**config.mk**
```make
export PLATFORM = sky130hd
export DESIGN_NAME = hex_entry_input
export DESIGN_NICKNAME = d
export VERILOG_FILES = /design/src/rtl/hex_entry_input.sv
export SDC_FILE = /design/constraint.sdc
export NUM_CORES = 1
export LEC_CHECK = 0
export CORE_MARGIN = 2
export CORE_UTILIZATION = 45
export CTS_CLUSTER_SIZE = 30
export DETAILED_ROUTE_END_ITERATION = 10
export PLACE_DENSITY = 0.79
export SLEW_MARGIN = 20
export SYNTH_ARGS = -nofsm -noshare
export SYNTH_HDL_FRONTEND = slang
export SYNTH_SLANG_ARGS = --single-unit
```
**constraint.sdc**
```tcl
create_clock -name Clk -period 2.45 [get_ports Clk]
set_clock_uncertainty 0.05 [all_clocks]
set_input_delay 0.49 -clock Clk [delete_from_list [all_inputs] [get_ports Clk]]
set_output_delay 0.49 -clock Clk [all_outputs]
set_load 0.01 [all_outputs]
```
**src/rtl/hex_entry_input.sv**
```systemverilog
// Pushbutton-driven hex entry: debounces enter/commit keys, shifts switch nibbles
// into a 16-bit value and hands committed values to the CPU over valid/ready.

module hex_entry_debounce #(
  parameter int DEBOUNCE_CYCLES = 500000,
  parameter int CNT_W           = 20
) (
  input  logic Clk,
  input  logic Rst,
  input  logic p,
  output logic pulse
);
  typedef enum logic [1:0] {IDLE, ARMING, PRESSED, RELEASING} state_t;

  localparam logic [CNT_W-1:0] CNT_LAST = CNT_W'(DEBOUNCE_CYCLES - 1);

  state_t           state, state_n;
  logic [CNT_W-1:0] cnt, cnt_n;

  always_ff @(posedge Clk) begin
    if (Rst) begin
      state <= IDLE;
      cnt   <= '0;
    end else begin
      state <= state_n;
      cnt   <= cnt_n;
    end
  end

  // pulse is decoded from registered state and the synchronized level only
  always_comb begin
    state_n = state;
    cnt_n   = cnt;
    pulse   = 1'b0;
    case (state)
      IDLE: begin
        cnt_n = '0;
        if (p) state_n = ARMING;
      end
      ARMING: begin
        if (!p) begin
          state_n = IDLE;
          cnt_n   = '0;
        end else if (cnt == CNT_LAST) begin
          state_n = PRESSED;
          cnt_n   = '0;
          pulse   = 1'b1;
        end else begin
          cnt_n = cnt + 1'b1;
        end
      end
      PRESSED: begin
        cnt_n = '0;
        if (!p) state_n = RELEASING;
      end
      RELEASING: begin
        if (p) begin
          state_n = PRESSED;
          cnt_n   = '0;
        end else if (cnt == CNT_LAST) begin
          state_n = IDLE;
          cnt_n   = '0;
        end else begin
          cnt_n = cnt + 1'b1;
        end
      end
      default: begin
        state_n = IDLE;
        cnt_n   = '0;
      end
    endcase
  end
endmodule

module hex_entry_input #(
  parameter int DEBOUNCE_CYCLES = 500000,
  parameter int CNT_W           = 20
) (
  input  logic        Clk,
  input  logic        Rst,
  input  logic [3:0]  sw_nibble,
  input  logic        btn_enter_n,
  input  logic        btn_commit_n,
  output logic [15:0] entry_value,
  output logic [2:0]  digit_count,
  output logic [15:0] data_out,
  output logic        data_valid,
  input  logic        data_ready,
  output logic        overrun
);
  localparam int NUM_BTN = 2;  // [0] enter, [1] commit

  logic [NUM_BTN-1:0]      raw_n;
  logic [NUM_BTN-1:0][1:0] sync;
  logic [NUM_BTN-1:0]      pulse;

  assign raw_n = {btn_commit_n, btn_enter_n};

  always_ff @(posedge Clk) begin
    if (Rst) sync <= '1;
    else for (int i = 0; i < NUM_BTN; i++) sync[i] <= {sync[i][0], raw_n[i]};
  end

  for (genvar g = 0; g < NUM_BTN; g++) begin : g_btn
    hex_entry_debounce #(
      .DEBOUNCE_CYCLES(DEBOUNCE_CYCLES),
      .CNT_W          (CNT_W)
    ) u_deb (
      .Clk  (Clk),
      .Rst  (Rst),
      .p    (~sync[g][1]),
      .pulse(pulse[g])
    );
  end

  logic        enter, commit;
  logic [15:0] val_sh;
  logic [2:0]  cnt_sh;
  logic        commit_ok, commit_rej;

  assign enter  = pulse[0];
  assign commit = pulse[1];

  // commit sees the value after any same-cycle shift
  always_comb begin
    val_sh = entry_value;
    cnt_sh = digit_count;
    if (enter) begin
      val_sh = {entry_value[11:0], sw_nibble};
      cnt_sh = (digit_count == 3'd4) ? 3'd4 : digit_count + 3'd1;
    end
  end

  // a slot being consumed this cycle may be refilled in the same cycle
  assign commit_ok  = commit && (cnt_sh != 3'd0) && (!data_valid || data_ready);
  assign commit_rej = commit && (cnt_sh != 3'd0) && data_valid && !data_ready;

  always_ff @(posedge Clk) begin
    if (Rst) begin
      entry_value <= '0;
      digit_count <= '0;
      data_out    <= '0;
      data_valid  <= 1'b0;
      overrun     <= 1'b0;
    end else if (commit_ok) begin
      data_out    <= val_sh;
      data_valid  <= 1'b1;
      entry_value <= '0;
      digit_count <= '0;
    end else begin
      entry_value <= val_sh;
      digit_count <= cnt_sh;
      if (commit_rej) overrun <= 1'b1;
      if (data_valid && data_ready) data_valid <= 1'b0;
    end
  end
endmodule
```
# [Word level (Yosys, flattened, before mapping)]
# Cells that the tools add are included.
[totals] ff_bits=85 mem_count=0 ramBits=0 input_bits=9 wordCells=83 rom_bits=0 latchBits=0
[classes] eq_ne=17 magnitude_cmp=0 mux=33 n_reduce_logical=18 bitwise=1 n_shift=0 add_sub_neg=3 n_mul=0 div=0
[ops] op="$mux W20" n=6
[ops] op="$pmux W20 S3" n=2
[ops] op="$add A20 B1 Y20 const B" n=2
[ops] op="$eq A20 B19 Y1 const B" n=2
[ops] op="$mux W2" n=12
[ops] op="$mux W16" n=1
[ops] op="$pmux W2 S4" n=2
[ops] op="$ne A3 B2 Y1 const B" n=4
[ops] op="$eq A2 B2 Y1 const B" n=4
[ops] op="$mux W1" n=8
[ops] op="$ne A2 B2 Y1 const B" n=4
[ops] op="$reduce_and A4 Y1" n=2
[ops] op="$mux W3" n=2
[ops] op="$reduce_or A2 Y1" n=3
[ops] op="$logic_and A1 B1 Y1" n=5
[ops] op="$eq A2 B1 Y1 const B" n=2
[ops] op="$logic_not A2 Y1" n=2
[ops] op="$add A3 B1 Y3 const B" n=1
[ops] op="$eq A3 B3 Y1 const B" n=1
[ops] op="$reduce_bool A3 Y1" n=1
[ops] op="$logic_not A1 Y1" n=2
[ops] op="$reduce_and A2 Y1" n=1
[ops] op="$reduce_bool A2 Y1" n=1
[ops] op="$logic_or A1 B1 Y1" n=1
[ops] op="$not A1 Y1" n=1

# [Depth between registers and ports, before layout]
[depth] ltp_word=10 depth_mapped=11 mapped_depth_nobuf=8

# [By module]
# Synthesis repeated with hierarchy kept, for this count alone.
[unflattened] hier_cells=394 hier_area_um2=3726.1
[modules_own_cells] module="hex_entry_debounce" area_each_um2=1053.5 instances=2 cells_each=121 seq_area_each_um2=440.4
[modules_own_cells] module="hex_entry_input" area_each_um2=1619.1 instances=1 cells_each=152 seq_area_each_um2=820.8

# [Worst setup path before layout]
# No wires, ideal clock.
[synth_path] kind="flip-flop to flip-flop" startpoint="reg g_btn[0].u_deb.cnt[10]" endpoint="reg entry_value[11]" synth_period_minus_slack_ns=2.361 setup_ns=0.063 n_path_buf=3 path_stages_with_launch=10 t_arrival_ns=2.248 setup_slack_ns=0.089 cell_sequence="dfxtp_1 > or4b_4 > nor3_4 > nand3_2 > a32o_1 > buf_6 > a21o_1 > buf_6 > buf_12 > nor2_4"
[synth_between] elab_chain_cells=9
[synth_rtl] item="start: declaration" line="18" text="logic [CNT_W-1:0] cnt, cnt_n;"
[synth_rtl] item="start signal: assignment" line="26" text="cnt <= cnt_n;"
[synth_rtl] item="$eq A20 B19 Y1 *" line="44" text="end else if (cnt == CNT_LAST) begin"
[synth_rtl] item="$mux W1 *" line="44"
[synth_rtl] item="$mux W1 *" line="41" text="if (!p) begin"
[synth_rtl] item="$mux W1 *" line="35" text="case (state)"
[synth_rtl] item="$mux W3" line="128" text="if (enter) begin"
[synth_rtl] item="$reduce_bool A3 Y1" line="135" text="assign commit_ok = commit && (cnt_sh != 3'd0) && (!data_valid || data_ready);"
[synth_rtl] item="$logic_and A1 B1 Y1 (2 in a row)" line="135"
[synth_rtl] item="$reduce_or A2 Y1 (no line)"
[synth_rtl] item="end signal: assignment" line="151" text="entry_value <= val_sh;"
[synth_rtl] item="end: declaration" line="84" text="output logic [15:0] entry_value,"
# Every way passes the cells marked *; elsewhere a longest branch is shown, timed or not.
# A chain may end at the register's enable or synchronous reset.

# [Worst setup path in the final report]
[layout_path] startpoint="reg g_btn[0].u_deb.cnt[10]" endpoint="reg digit_count[1]"
[layout_between] elab_chain_cells=9
[layout_rtl] item="$eq A20 B19 Y1 *" line="44"
[layout_rtl] item="$mux W1 *" line="44"
[layout_rtl] item="$mux W1 *" line="41"
[layout_rtl] item="$mux W1 *" line="35"
[layout_rtl] item="$mux W3 *" line="128"
[layout_rtl] item="$reduce_bool A3 Y1" line="135"
[layout_rtl] item="$logic_and A1 B1 Y1 (2 in a row)" line="135"
[layout_rtl] item="$reduce_or A2 Y1 (no line)"
[layout_rtl] item="end signal: assignment" line="152" text="digit_count <= cnt_sh;"
[layout_rtl] item="end: declaration" line="85" text="output logic [2:0] digit_count,"
# Marks and branches as above.

==> impl_metrics.toml <==
[die]
die_w_um = 93.15
pin_count = 46
dieArea_um2 = 8676
initial_core_util = 0.4628
placementRows = 32
core_um2 = 7727
die_h_um = 93.15

[clocking]
cts_buffers = 9
cts.sinks = 85
path_clk_slew_ns = 0.08
cts_tree = "built"
hold_buffers = 0
ctsLongestPathBuffers = 2
clk_latency_ns = 0.35
ctsHtreeMaxLevel = 3
clock-root-buffer = "clkbuf_8"

[timing]
finalHoldViolCount = 0
worstMarginPinSlew_ns = 0.6416
drv_slew = 0
fin_ws_ns = 0.1013
max_freq_mhz = 425.8
setup_violations = 0
relSlewSlack = 0.5690
period_needed_ns = 2.349
fin_crit_sh = 0.9587

[layout]
drive_gt1_frac = 0.1600
final-seq-area_um2 = 1702
layout.cells.non_filler = 552
fin_nets = 459
final_core_util = 0.5946
mostFrequentLayoutCell = "dfxtp_1"
diodes = 0
final_cell_mix = "dfxtp_1, nor2_1, clkdlybuf4s50_1"
areaGrowthSynthToFinish_pct = 28.48
multi_input_area_um2 = 1755
fill_cells = 628

[worst_setup_path]
path_max_fanout = 19
required_ns = 2.68
critPathLaunchType = "flip-flop"
rr_worst_depth = 8
cp.arrival_ns = 2.58
crit_type = "flip-flop to flip-flop"
cp-end-kind = "flip-flop"

[grt]
grt_pass1_wl_um = 13150
antenna_found_initial = 0
grt_pass1_vias = 2886
grt.total_usage = 0.1880
grt_start_max_net_pins = 20
grt-ovfl-total = 0

[placed_design]
place_ws_ns = -0.2136
port_buffers = 45
gp_congestion = 0.7893
placed_cells_incl_taps = 536
place_hpwl_um = 5491

[power_and_ir_drop]
vdd_drop_max_v = 0.0002419
power.density_nw_per_um2 = 590.1
leakage_nw = 1.585

[synthesis]
netlist_instances = 376
netlist_area_um2 = 3576
synth-main-ff-cell = "dfxtp_1"
yosysWarnings = 0
synth_edf_count = 0
ys_seq_area_frac = 0.4759
ys_types = 46
synth_top_area_share = 0.4759
yosysTopAreaCell = "dfxtp_1"
syn_avg_cell_area_um2 = 9.510
synthTopCellsByArea = "dfxtp_1, nor2_1, xor2_1, mux2i_1, xnor2_1"
ys_ff_latch = 85
syn_nets = 389
synth-async-reset-ratio = 0

[drt]
drt-total-wl_um = 7905
drt_iter0_markers = 141
firstDrtPassIters = 4
drc = 0
vias_per_cell = 5.199
post_drt_wl_per_cell_um = 14.32
detail-route-antenna-nets = 0
num_vias = 2870

[min_path]
hold_class = "flip-flop to flip-flop"
whs_path_depth = 1

[outcome]
outcome = "completed"

[flow_run]
maxCapViolCount = 0
power by group:
| group | switching [mW] | total, mW | internal (mW) |
|---|---|---|---|
| Combinational | 0.0240 | 0.0462 | 0.0222 |
| Clock | 0.475 | 1.28 | 0.803 |
| Sequential | 0.00277 | 1.39 | 1.38 |
repair_timing:
action                                  CTS  global route
endpoints found under the setup margin   16            16
resized for setup                         1             3
setup buffers                             0             1
pin swaps                                 0             1
cell type report:
type | count | share of cell area
Tap cell | 102 | 0.02778
Multi-Input combinational cell | 268 | 0.3821
Sequential cell | 85 | 0.3704
Inverter | 8 | 0.006536
Timing Repair Buffer | 74 | 0.1563
Clock buffer | 11 | 0.03077
Clock inverter | 4 | 0.02614
final timing paths:
| kind | startpoint | to | slack, ns |
|---|---|---|---|
| max | g_btn[0].u_deb.cnt[10] | digit_count[1] | 0.10 |
| min | sync[0] | sync[1] | 0.36 |
| max reg2reg | g_btn[0].u_deb.cnt[10] | digit_count[1] | 0.10 |
| min reg2reg | sync[0] | sync[1] | 0.36 |
cell usage after synthesis (3+ instances only):
cell type / count
ha_1: 4
clkbuf_1: 6
nor2_4: 8
dfxtp_1: 85
nor2_2: 3
and3_1: 9
xor2_1: 25
inv_1: 8
and4_1: 3
or2_2: 6
xnor2_1: 13
buf_6: 3
mux2i_1: 16
a211oi_1: 15
nor3_1: 10
nor4_1: 3
a21oi_1: 21
nand4_1: 13
nand3_1: 12
nand2_1: 21
nor2_1: 61
per-layer routing:
metal,share of wire,vias to the layer above,global-route usage
met2,0.49,40,0.3243
met5,0,-,0
met3,0.029,9,0.03546
met1,0.47,1384,0.2342
li1,-,1437,-
met4,0.011,0,0.06740
worst max-delay path, cell delays in order (launching register included):
cell and delay (ns):
dfxtp_1 0.32, or4b_4 0.55, buf_4 0.15, nor4_1 0.27, a311oi_1 0.16, a32o_2 0.28
a21o_1 0.21, buf_12 0.18, a21oi_1 0.12
cell families after synthesis:
| family | share of synthesized area |
|---|---|
| and+or+nand+nor | 0.2435 |
| DFF | 0.4759 |
| AOI/OAI and AO/OA | 0.09097 |
| xor gates and xnor gates | 0.09307 |
| buffers and inverters | 0.03779 |
| muxes | 0.04479 |
| adders and majority gates | 0.01400 |
sequential cells by signal, summed over array words and instances (netlist names), named ones only:
signal / flops
overrun: 1
data_out: 16
entry_value: 16
digit_count: 3
sync: 4
g_btn.u_deb.state: 2
g_btn.u_deb.cnt: 40
data_valid: 1
metrics by stage:
stage          power (mW)  cell area, µm²  setup TNS, ns  hold slack (ns)
2_1_floorplan       1.445            3576              0           0.3395
3_3_place_gp        1.464            4297         -1.845           0.3460
5_1_grt             2.795            4594      -0.006017           0.3737
4_1_cts             2.733            4566              0           0.3617
3_5_place_dp        1.465            4297         -3.024           0.3532
6_report            2.711            4594              0           0.3552
Note: power is estimated with default switching activity, not from simulation.
